### config.mk
export PLATFORM = sky130hd
export DESIGN_NAME = ir_cmd_ctrl
export DESIGN_NICKNAME = d
export VERILOG_FILES = /design/src/rtl/ir_pkg.sv /design/src/rtl/ir_cmd_fifo.sv /design/src/rtl/ir_cmd_ctrl.sv
export SDC_FILE = /design/constraint.sdc
export NUM_CORES = 1
export LEC_CHECK = 0
export BUFFER_PORTS_ARGS = -buffer_cell sky130_fd_sc_hd__buf_2
export CORE_ASPECT_RATIO = 1.2
export CORE_MARGIN = 8
export CORE_UTILIZATION = 40
export CTS_CLUSTER_DIAMETER = 120
export DETAILED_ROUTE_END_ITERATION = 16
export GPL_TIMING_DRIVEN = 0
export PLACE_DENSITY = 0.58
export REMOVE_ABC_BUFFERS = 1
export SLEW_MARGIN = 20
export SYNTH_ARGS = -nofsm -noshare
export SYNTH_HDL_FRONTEND = slang
export SYNTH_HIERARCHICAL = 1
export SYNTH_SLANG_ARGS = --single-unit
### constraint.sdc
create_clock -name clk -period 2.75 [get_ports clk]
set_input_delay 0.4125 -clock clk [delete_from_list [all_inputs] [get_ports clk]]
set_output_delay 0.4125 -clock clk [all_outputs]
set_load 0.05 [all_outputs]
### src/rtl/ir_pkg.sv
// Shared types and default timing for the IR command controller.
// Contents: controller state enum, command type, "no command" value,
// default timing constants and a small max helper used for timer sizing.
package ir_pkg;

  typedef enum logic [1:0] {
    IDLE  = 2'd0,
    RX    = 2'd1,
    HELD  = 2'd2,
    FLUSH = 2'd3
  } ir_state_e;

  typedef logic [7:0] ir_cmd_t;

  localparam ir_cmd_t IR_NONE = 8'h00;

  // 50 MHz clk -> 0.5625 ms sample period
  localparam int DEF_CLK_DIV      = 28125;
  localparam int DEF_FIFO_DEPTH   = 4;
  localparam int DEF_FRAME_TICKS  = 140;
  localparam int DEF_IDLE_TICKS   = 200;
  localparam int DEF_REPEAT_TICKS = 192;

  function automatic int max3(input int a, input int b, input int c);
    int m;
    m = (a > b) ? a : b;
    return (m > c) ? m : c;
  endfunction

endpackage

### src/rtl/ir_cmd_fifo.sv
// Show-ahead command FIFO.
// Ports:
//   clk, reset        clock, async active-high reset (pointers/count cleared)
//   push, push_data   write request and data
//   pop_req           consumer ready; pop happens only when not empty
//   head_data         head entry (IR_NONE while empty)
//   full              no free entry
//   count             number of stored entries (0..DEPTH)
module ir_cmd_fifo
  import ir_pkg::*;
#(
  parameter int DEPTH = 4
) (
  input  logic                   clk,
  input  logic                   reset,
  input  logic                   push,
  input  ir_cmd_t                push_data,
  input  logic                   pop_req,
  output ir_cmd_t                head_data,
  output logic                   full,
  output logic [$clog2(DEPTH):0] count
);

  localparam int PW = $clog2(DEPTH);
  localparam int CW = PW + 1;

  ir_cmd_t       mem_q [DEPTH];
  logic [PW-1:0] wr_q, wr_d;
  logic [PW-1:0] rd_q, rd_d;
  logic [CW-1:0] cnt_q, cnt_d;
  logic          empty;
  logic          do_push;
  logic          do_pop;

  always_comb begin
    empty   = (cnt_q == '0);
    full    = (cnt_q == CW'(DEPTH));
    do_pop  = pop_req && !empty;
    // A pop in the same cycle frees the slot, so a full FIFO still accepts.
    do_push = push && (!full || do_pop);
    wr_d    = do_push ? wr_q + 1'b1 : wr_q;
    rd_d    = do_pop ? rd_q + 1'b1 : rd_q;
    cnt_d   = cnt_q;
    if (do_push && !do_pop) begin
      cnt_d = cnt_q + 1'b1;
    end else if (!do_push && do_pop) begin
      cnt_d = cnt_q - 1'b1;
    end
    head_data = empty ? IR_NONE : mem_q[rd_q];
    count     = cnt_q;
  end

  always_ff @(posedge clk or posedge reset) begin
    if (reset) begin
      wr_q  <= '0;
      rd_q  <= '0;
      cnt_q <= '0;
    end else begin
      wr_q  <= wr_d;
      rd_q  <= rd_d;
      cnt_q <= cnt_d;
    end
  end

  // Storage needs no reset: entries are only visible once counted.
  always_ff @(posedge clk) begin
    if (do_push) begin
      mem_q[wr_q] <= push_data;
    end
  end

endmodule

### src/rtl/ir_cmd_ctrl.sv
// NEC IR command controller.
// Generates the decoder sample strobe, synchronises ir_in, sequences the
// decoder (press / hold / release, decoder reset on release) and queues
// decoded commands for a valid/ready consumer.
// Ports:
//   clk, reset            clock, async active-high reset
//   ir_in                 raw IR receiver (idle high)
//   sample_tick, ir_sync  decoder clock enable and synchronised IR input
//   dec_reset, dec_value  decoder reset and held decoded value (0 = none)
//   cmd_data, cmd_valid, cmd_ready   command stream to the consumer
//   key_held              high while a key is held
//   overflow, clear_ovf   sticky dropped-command flag and its clear
// Build option: define IR_REPEAT_EN to auto-repeat the held command every
// REPEAT_TICKS sample ticks.
//
// state | meaning
// IDLE  | waiting for IR activity on a sample tick
// RX    | frame in progress, waiting for a decoded value (frame timer)
// HELD  | command pushed, key held until the line stays idle (idle timer)
// FLUSH | one-clk decoder reset, then back to IDLE
module ir_cmd_ctrl
  import ir_pkg::*;
#(
  parameter int CLK_DIV      = DEF_CLK_DIV,
  parameter int FIFO_DEPTH   = DEF_FIFO_DEPTH,
  parameter int FRAME_TICKS  = DEF_FRAME_TICKS,
  parameter int IDLE_TICKS   = DEF_IDLE_TICKS,
  parameter int REPEAT_TICKS = DEF_REPEAT_TICKS
) (
  input  logic       clk,
  input  logic       reset,
  input  logic       ir_in,
  output logic       sample_tick,
  output logic       ir_sync,
  output logic       dec_reset,
  input  logic [7:0] dec_value,
  output logic [7:0] cmd_data,
  output logic       cmd_valid,
  input  logic       cmd_ready,
  output logic       key_held,
  output logic       overflow,
  input  logic       clear_ovf
);

  localparam int DIV_W = (CLK_DIV > 1) ? $clog2(CLK_DIV) : 1;
  // One width shared by every tick timer.
  localparam int TMR_W = $clog2(max3(FRAME_TICKS, IDLE_TICKS, REPEAT_TICKS) + 1);
  localparam int CNT_W = $clog2(FIFO_DEPTH) + 1;

  logic [DIV_W-1:0] div_q, div_d;
  logic             sync1_q, sync2_q;
  ir_state_e        state_q, state_d;
  logic [TMR_W-1:0] frame_q, frame_d;
  logic [TMR_W-1:0] idle_q, idle_d;
  logic             dec_reset_q;
  logic             key_held_q;
  logic             ovf_q, ovf_d;
  logic             push;
  ir_cmd_t          push_data;
  logic             fifo_full;
  logic [CNT_W-1:0] fifo_count;
`ifdef IR_REPEAT_EN
  logic [TMR_W-1:0] rep_q, rep_d;
  ir_cmd_t          last_q, last_d;
`endif

  assign ir_sync   = sync2_q;
  assign dec_reset = dec_reset_q;
  assign key_held  = key_held_q;
  assign overflow  = ovf_q;
  assign cmd_valid = (fifo_count != '0);

  always_comb begin
    sample_tick = (div_q == DIV_W'(CLK_DIV - 1));
    div_d       = sample_tick ? '0 : div_q + 1'b1;

    state_d   = state_q;
    frame_d   = frame_q;
    idle_d    = idle_q;
    push      = 1'b0;
    push_data = dec_value;
`ifdef IR_REPEAT_EN
    rep_d  = rep_q;
    last_d = last_q;
`endif

    case (state_q)
      IDLE: begin
        if (sample_tick && !sync2_q) begin
          state_d = RX;
          frame_d = '0;
        end
      end
      RX: begin
        // A decoded value wins over a frame timeout on the same clk.
        if (dec_value != IR_NONE) begin
          push    = 1'b1;
          state_d = HELD;
          idle_d  = '0;
`ifdef IR_REPEAT_EN
          rep_d  = '0;
          last_d = dec_value;
`endif
        end else if (sample_tick) begin
          if (frame_q == TMR_W'(FRAME_TICKS - 1)) begin
            state_d = FLUSH;
          end else begin
            frame_d = frame_q + 1'b1;
          end
        end
      end
      HELD: begin
        if (sample_tick) begin
          if (!sync2_q) begin
            idle_d = '0;
          end else if (idle_q == TMR_W'(IDLE_TICKS - 1)) begin
            state_d = FLUSH;
          end else begin
            idle_d = idle_q + 1'b1;
          end
`ifdef IR_REPEAT_EN
          // No repeat on the tick that releases the key.
          if (state_d == HELD) begin
            if (rep_q == TMR_W'(REPEAT_TICKS - 1)) begin
              push      = 1'b1;
              push_data = last_q;
              rep_d     = '0;
            end else begin
              rep_d = rep_q + 1'b1;
            end
          end
`endif
        end
      end
      FLUSH: begin
        state_d = IDLE;
        frame_d = '0;
        idle_d  = '0;
`ifdef IR_REPEAT_EN
        rep_d = '0;
`endif
      end
      default: state_d = IDLE;
    endcase

    // Set wins over clear.
    ovf_d = ovf_q;
    if (clear_ovf) begin
      ovf_d = 1'b0;
    end
    if (push && fifo_full && !(cmd_valid && cmd_ready)) begin
      ovf_d = 1'b1;
    end
  end

  always_ff @(posedge clk or posedge reset) begin
    if (reset) begin
      div_q       <= '0;
      sync1_q     <= 1'b1;
      sync2_q     <= 1'b1;
      state_q     <= IDLE;
      frame_q     <= '0;
      idle_q      <= '0;
      dec_reset_q <= 1'b1;
      key_held_q  <= 1'b0;
      ovf_q       <= 1'b0;
`ifdef IR_REPEAT_EN
      rep_q  <= '0;
      last_q <= IR_NONE;
`endif
    end else begin
      div_q       <= div_d;
      sync1_q     <= ir_in;
      sync2_q     <= sync1_q;
      state_q     <= state_d;
      frame_q     <= frame_d;
      idle_q      <= idle_d;
      dec_reset_q <= (state_d == FLUSH);
      key_held_q  <= (state_d == HELD);
      ovf_q       <= ovf_d;
`ifdef IR_REPEAT_EN
      rep_q  <= rep_d;
      last_q <= last_d;
`endif
    end
  end

  ir_cmd_fifo #(
    .DEPTH(FIFO_DEPTH)
  ) u_fifo (
    .clk      (clk),
    .reset    (reset),
    .push     (push),
    .push_data(push_data),
    .pop_req  (cmd_ready),
    .head_data(cmd_data),
    .full     (fifo_full),
    .count    (fifo_count)
  );

endmodule

==> impl_metrics.yaml, run 1 <==
status:
  status: "complete, no violations"
sta:
  setup_viol: 0
  min_period_ns: 2.49
  final_hold_viol_count: 0
  finalMaxSlewViolations: 0
  finalCritPeriodShare_pct: 90.4
  max_slew_margin_pct: 45.6
  clock.fmax_ghz: 0.402
  rsz0062_at_grt: "no"
  skew_ns: 0.00630
  worstMarginPinSlew_ns: 0.816
logic_synthesis:
  syn_area_mm2: 0.00367
  avgSynthCellArea_um2: 12.6
  synth_area_leader_cell: "dfrtp_1"
  synthTopCellsByArea: "dfrtp_1, edfxtp_1, mux4_2"
  yosys.area_share.adder_pct: 3.62
  ys.flop_type: "dfrtp_1"
  ys_ff_latch: 77
  synthMuxAreaShare_pct: 7.78
  ys_types: 52
  async_flop_share_pct: 58.4
  synth_top_family_by_area: "simple AND/OR/NAND/NOR gates"
  synthXorXnorAreaFrac_pct: 4.54
  synth_edf_count: 32
  yosys.area_share.simple_pct: 18.7
  yosys_warnings: 6
  synth-seq-area-share_pct: 57.0
  synth_compound_area_share_pct: 6.04
  synth_cells: 290
  synth_top_cell_area_share_pct: 28.7
clocking:
  cts_tree: "built"
  numCtsBuffers: 9
  cts_resized: 0
  numClockSinks: 77
  cts_root_buffer: "clkbuf_8"
  cts_htree_levels: 3
  clkTransAtPathRegs_ns: 0.08
  insertion_delay_ns: 0.35
  cts_buffer_depth: 2
global_routing:
  grt_pass1_vias: 2242
  grt_overflow_total: 0
  antenna_found_initial: 0
  grt_usage_pct: 11.5
  grt_max_degree: 24
  grt_pass1_wl_mm: 11.2
placement:
  gp_congestion: 0.745
  dp_hpwl_mm: 4.63
  portBuffers: 26
  place_inst: 431
  dpl_cell_area_mm2: 0.00394
power_and_ir_drop:
  irDropWorstVdd_uv: 277
  p_leak_nw: 1.71
  power_density_mw_per_mm2: 699
  power_mw: 2.90
finish:
  drive_gt1_share_pct: 21.9
  instances_no_fill: 449
  diodes: 0
  final_area_mm2: 0.00415
  regArea_mm2: 0.00209
  post-route-util_pct: 46.2
  nets: 347
  area_delta_synth_final_pct: 13.3
  fill_cells: 817
  multi_input_area_mm2: 0.00149
critical_path:
  slowest_delay_ns: 0.76
  endpoint_kind: "output pin"
  path_class: "reg -> out"
  worstPathMaxFanout: 10
  cp.required_ns: 2.34
  start_kind: "flip-flop"
  crit_slowest_cell: "dfrtp_1"
  worstPathArrival_ns: 2.07
  path_cells: "mux4_2, and2_1, buf_2"
drt:
  drt-total-wl_mm: 6.57
  drt_iter0_drc: 78
  vias: 2280
  dr.pass1.iters: 4
  drc: 0
  wl_per_cell_um: 14.6
  drtAntennaViolNets: 0
  viasPerCell: 5.08
die:
  coreArea_mm2: 0.00899
  die_w_um: 103
  initial_core_util_pct: 40.8
  fp.dieH_um: 121
  die-area_mm2: 0.0125
  rows: 38
  ios: 27
min_path:
  hold_path_class: "in -> reg"
run:
  max-cap-violations: 0
[cell usage in the layout, fill, tap and decap left out, drive strengths merged, types with 3 or more instances in the layout]
cell and n:
dfrtp 42, edfxtp 32, buf 28, nor2 25, nand2 22, nand3 16, and2 15, inv 14
nand2b 10, o21ai 10, xor2 10, xnor2 9, ha 9, clkbuf 9, mux4 8, mux2i 6
nor4 5, and3 4, o31ai 4, nor3 4, mux2 4, a21oi 4, nand4 4, clkinv 4
dfstp 3, a21boi 3
[through the flow]
stage / setup TNS [ns] / setup WS (ns) / hold slack, ns
3_5_place_dp: -0.458 / -0.0776 / 0.347
3_3_place_gp: -0.421 / -0.0775 / 0.349
6_report: 0 / 0.264 / 0.158
4_1_cts: 0 / 0.215 / 0.139
2_1_floorplan: 0 / 0.0510 / 0.216
5_1_grt: 0 / 0.0842 / 0.136
[where the power goes]
| group | switching [mW] | leakage (nW) | internal, mW |
|---|---|---|---|
| registers | 0.111 | 0.880 | 1.24 |
| clock network | 0.418 | 0.0996 | 0.422 |
| logic | 0.446 | 0.726 | 0.268 |
[critical path: cells and delay by family (launching register included)]
| family | cells | cell delay (ns) |
|---|---|---|
| multiplexers | 1 | 0.59 |
| buffers and inverters | 1 | 0.20 |
| AND/OR/NAND/NOR | 1 | 0.16 |
| flip-flops | 1 | 0.76 |
[metal layers]
metal  share of wire (%)  wire length (µm)  global-route usage (%)  up-vias
met1                  45              2930                    14.8     1122
met2                  48              3150                    17.8       37
met5                   0                 0                       0        -
li1                    -                 -                       -     1111
met4                 2.0               131                    5.98        0
met3                 5.5               363                    2.41       10
[cell type report]
class	instances	area share, %
flip-flops and latches	77	50.3
inverters	13	1.17
clock buffers	9	2.98
multi-input cells	194	35.9
clock inverters	7	1.78
repair buffers	29	4.22
well taps	120	3.61
[kinds of logic (layout without fill, tap and decap cells)]
| logic type | Yosys count | in the layout |
|---|---|---|
| muxes | 18 | 18 |
| buffers and inverters | 19 | 58 |
| adders and majority gates | 10 | 10 |
| DFF | 77 | 77 |
| AOI/OAI and AO/OA | 32 | 32 |
| xor gates and xnor gates | 19 | 19 |
| and+or+nand+nor | 115 | 115 |
[repair_timing]
action	CTS	global route
buffers inserted	1	0
hold buffers	1	0
endpoints found under the hold margin	7	0
endpoints found under the setup margin	6	0
[registers in the layout, indices dropped and copies added, names as in the netlist, 2 cells and up]
| register | count |
|---|---|
| div_q | 15 |
| frame_q | 8 |
| u_fifo/count | 3 |
| u_fifo/rd_q | 2 |
| idle_q | 8 |
| state_q | 2 |
| u_fifo/wr_q | 2 |
| u_fifo/mem_q | 32 |
[cells in the mapped netlist, types with 6 or more instances]
library cell	instances
mux2i_1	6
ha_1	9
nand3_1	14
dfrtp_1	42
inv_1	13
xnor2_1	9
and2_1	15
edfxtp_1	32
mux4_2	8
nor2_1	25
xor2_1	10
nand2_1	21
nand2b_1	10
o21ai_0	10
[final timing paths]
check | start | depth (start not counted) | slack [ns] | to
max in group asynchronous | reset | 4 | 1.64 | dec_reset
setup / recovery | u_fifo/rd_q[0] | 3 | 0.26 | cmd_data[7]
hold reg to reg | sync1_q | 0 | 0.36 | ir_sync
setup reg to reg | div_q[0] | 7 | 0.30 | frame_q[7]
min in group asynchronous | reset | 3 | 0.54 | u_fifo/wr_q[0]
hold / removal | ir_in | 1 | 0.16 | sync1_q
No activity file was read; power rests on OpenSTA's default activity.
==> run 2: changes to the inputs <==
Settings changed: RECOVER_POWER set to 50.
==> impl_metrics.yaml, run 2 (same netlist as run 1, synthesis figures left out) <==
sta:
  finalCritPeriodShare_pct: 90.8
  rsz0062_at_grt: "no"
  skew_ns: 0.00630
  setup_viol: 0
  finalMaxSlewViolations: 0
  final_hold_viol_count: 0
  min_period_ns: 2.50
  worstMarginPinSlew_ns: 1.25
  max_slew_margin_pct: 16.5
  final.setup.tns_ns: 0
  clock.fmax_ghz: 0.400
  holdWs_ns: 0.158
drt:
  viasPerCell: 5.09
  vias: 2286
  wl_per_cell_um: 14.7
  drc: 0
  drtAntennaViolNets: 0
  drt_iter0_drc: 78
  dr.pass1.iters: 4
  drt-total-wl_mm: 6.59
finish:
  area_delta_synth_final_pct: 12.1
  drive_gt1_share_pct: 17.3
  final_common_cell: "dfrtp_1"
  multi_input_area_mm2: 0.00148
  largest_register: "u_fifo/mem_q"
  final_cell_mix: "dfrtp_1, edfxtp_1, nor2_1, nand2_1"
  instances_no_fill: 449
  biggestRegsByFlops: "u_fifo/mem_q (32), div_q (15)"
  diodes: 0
  regArea_mm2: 0.00209
  fill_cells: 831
  largest_reg_flops: 32
  final_area_mm2: 0.00411
  nets: 347
global_routing:
  grt_usage_pct: 11.5
  grt_pass1_vias: 2242
  grt_max_degree: 24
  antenna_found_initial: 0
  grt_pass1_wl_mm: 11.2
  grt_overflow_total: 0
die:
  initial_core_util_pct: 40.8
  rows: 38
  ios: 27
  die_w_um: 103
  fp.dieH_um: 121
  coreArea_mm2: 0.00899
  die-area_mm2: 0.0125
min_path:
  hold_path_class: "in -> reg"
placement:
  portBuffers: 26
  gp_congestion: 0.745
  place_inst: 431
  dpl_cell_area_mm2: 0.00394
  dp_hpwl_mm: 4.63
clocking:
  cts_buffer_depth: 2
  clkTransAtPathRegs_ns: 0.08
  numCtsBuffers: 9
  cts_htree_levels: 3
  numClockSinks: 77
  insertion_delay_ns: 0.35
  cts_root_buffer: "clkbuf_8"
  cts_tree: "built"
critical_path:
  worstPathMaxFanout: 7
  slowest_delay_ns: 0.56
  endpoint_kind: "flip-flop"
  crit_family: "simple AND/OR/NAND/NOR gates"
  start_kind: "input pin"
  path_class: "in -> reg"
  crit_slowest_cell: "nor4_1"
  path_cells: "clkbuf_1, nor4_1, and2_1, nor2_1, a21boi_2, ha_1, inv_1, fa_1, mux2_2"
  critical_path_buf_inv_count: 2
  worstPathArrival_ns: 2.73
  cp.required_ns: 2.99
status:
  status: "complete, no violations"
power_and_ir_drop:
  irDropWorstVdd_uv: 277
  p_leak_nw: 1.66
  power_density_mw_per_mm2: 704
  power_mw: 2.89
run:
  max-cap-violations: 0
[run 2: final timing paths]
path,from,to,slack (ns),depth (start not counted)
setup / recovery,dec_value[1],u_fifo/count[1],0.25,9
hold / removal,ir_in,sync1_q,0.16,1
setup reg to reg,div_q[0],frame_q[7],0.30,7
hold reg to reg,sync1_q,ir_sync,0.36,0
max in group asynchronous,reset,div_q[12],0.54,4
min in group asynchronous,reset,u_fifo/wr_q[0],0.51,3
[run 2: cell type report]
class	instances	share of cell area, %
Multi-Input combinational cell	194	36.1
Clock buffer	9	3.01
Sequential cell	77	50.9
Timing Repair Buffer	29	3.35
Clock inverter	7	1.80
Tap cell	120	3.65
Inverter	13	1.19
[run 2: routing by layer]
layer	routed length, µm	global-route usage, %	vias up
li1	-	-	1112
met1	2960	14.8	1127
met2	3150	17.8	37
met3	357	2.41	10
met4	131	5.98	0
met5	0	0	-
[run 2: per-stage QoR]
step                worst slack (ns)  util [%]
detailed placement           -0.0776      43.8
floorplan                     0.0510         -
global route                  0.0842      45.7
global placement             -0.0775      43.5
CTS                            0.215      46.2
finish                         0.253      45.7
[run 2: timing repair]
action | 4_1_cts | 5_1_grt
buffers inserted | 1 | 0
endpoints found under the hold margin | 7 | 0
endpoints found under the setup margin | 6 | 0
hold buffers | 1 | 0
gates resized for setup | 0 | 0
[run 2: power breakdown]
group | switching (mW) | internal, mW
clock network | 0.419 | 0.422
registers | 0.109 | 1.24
logic | 0.443 | 0.261
total | 0.970 | 1.92
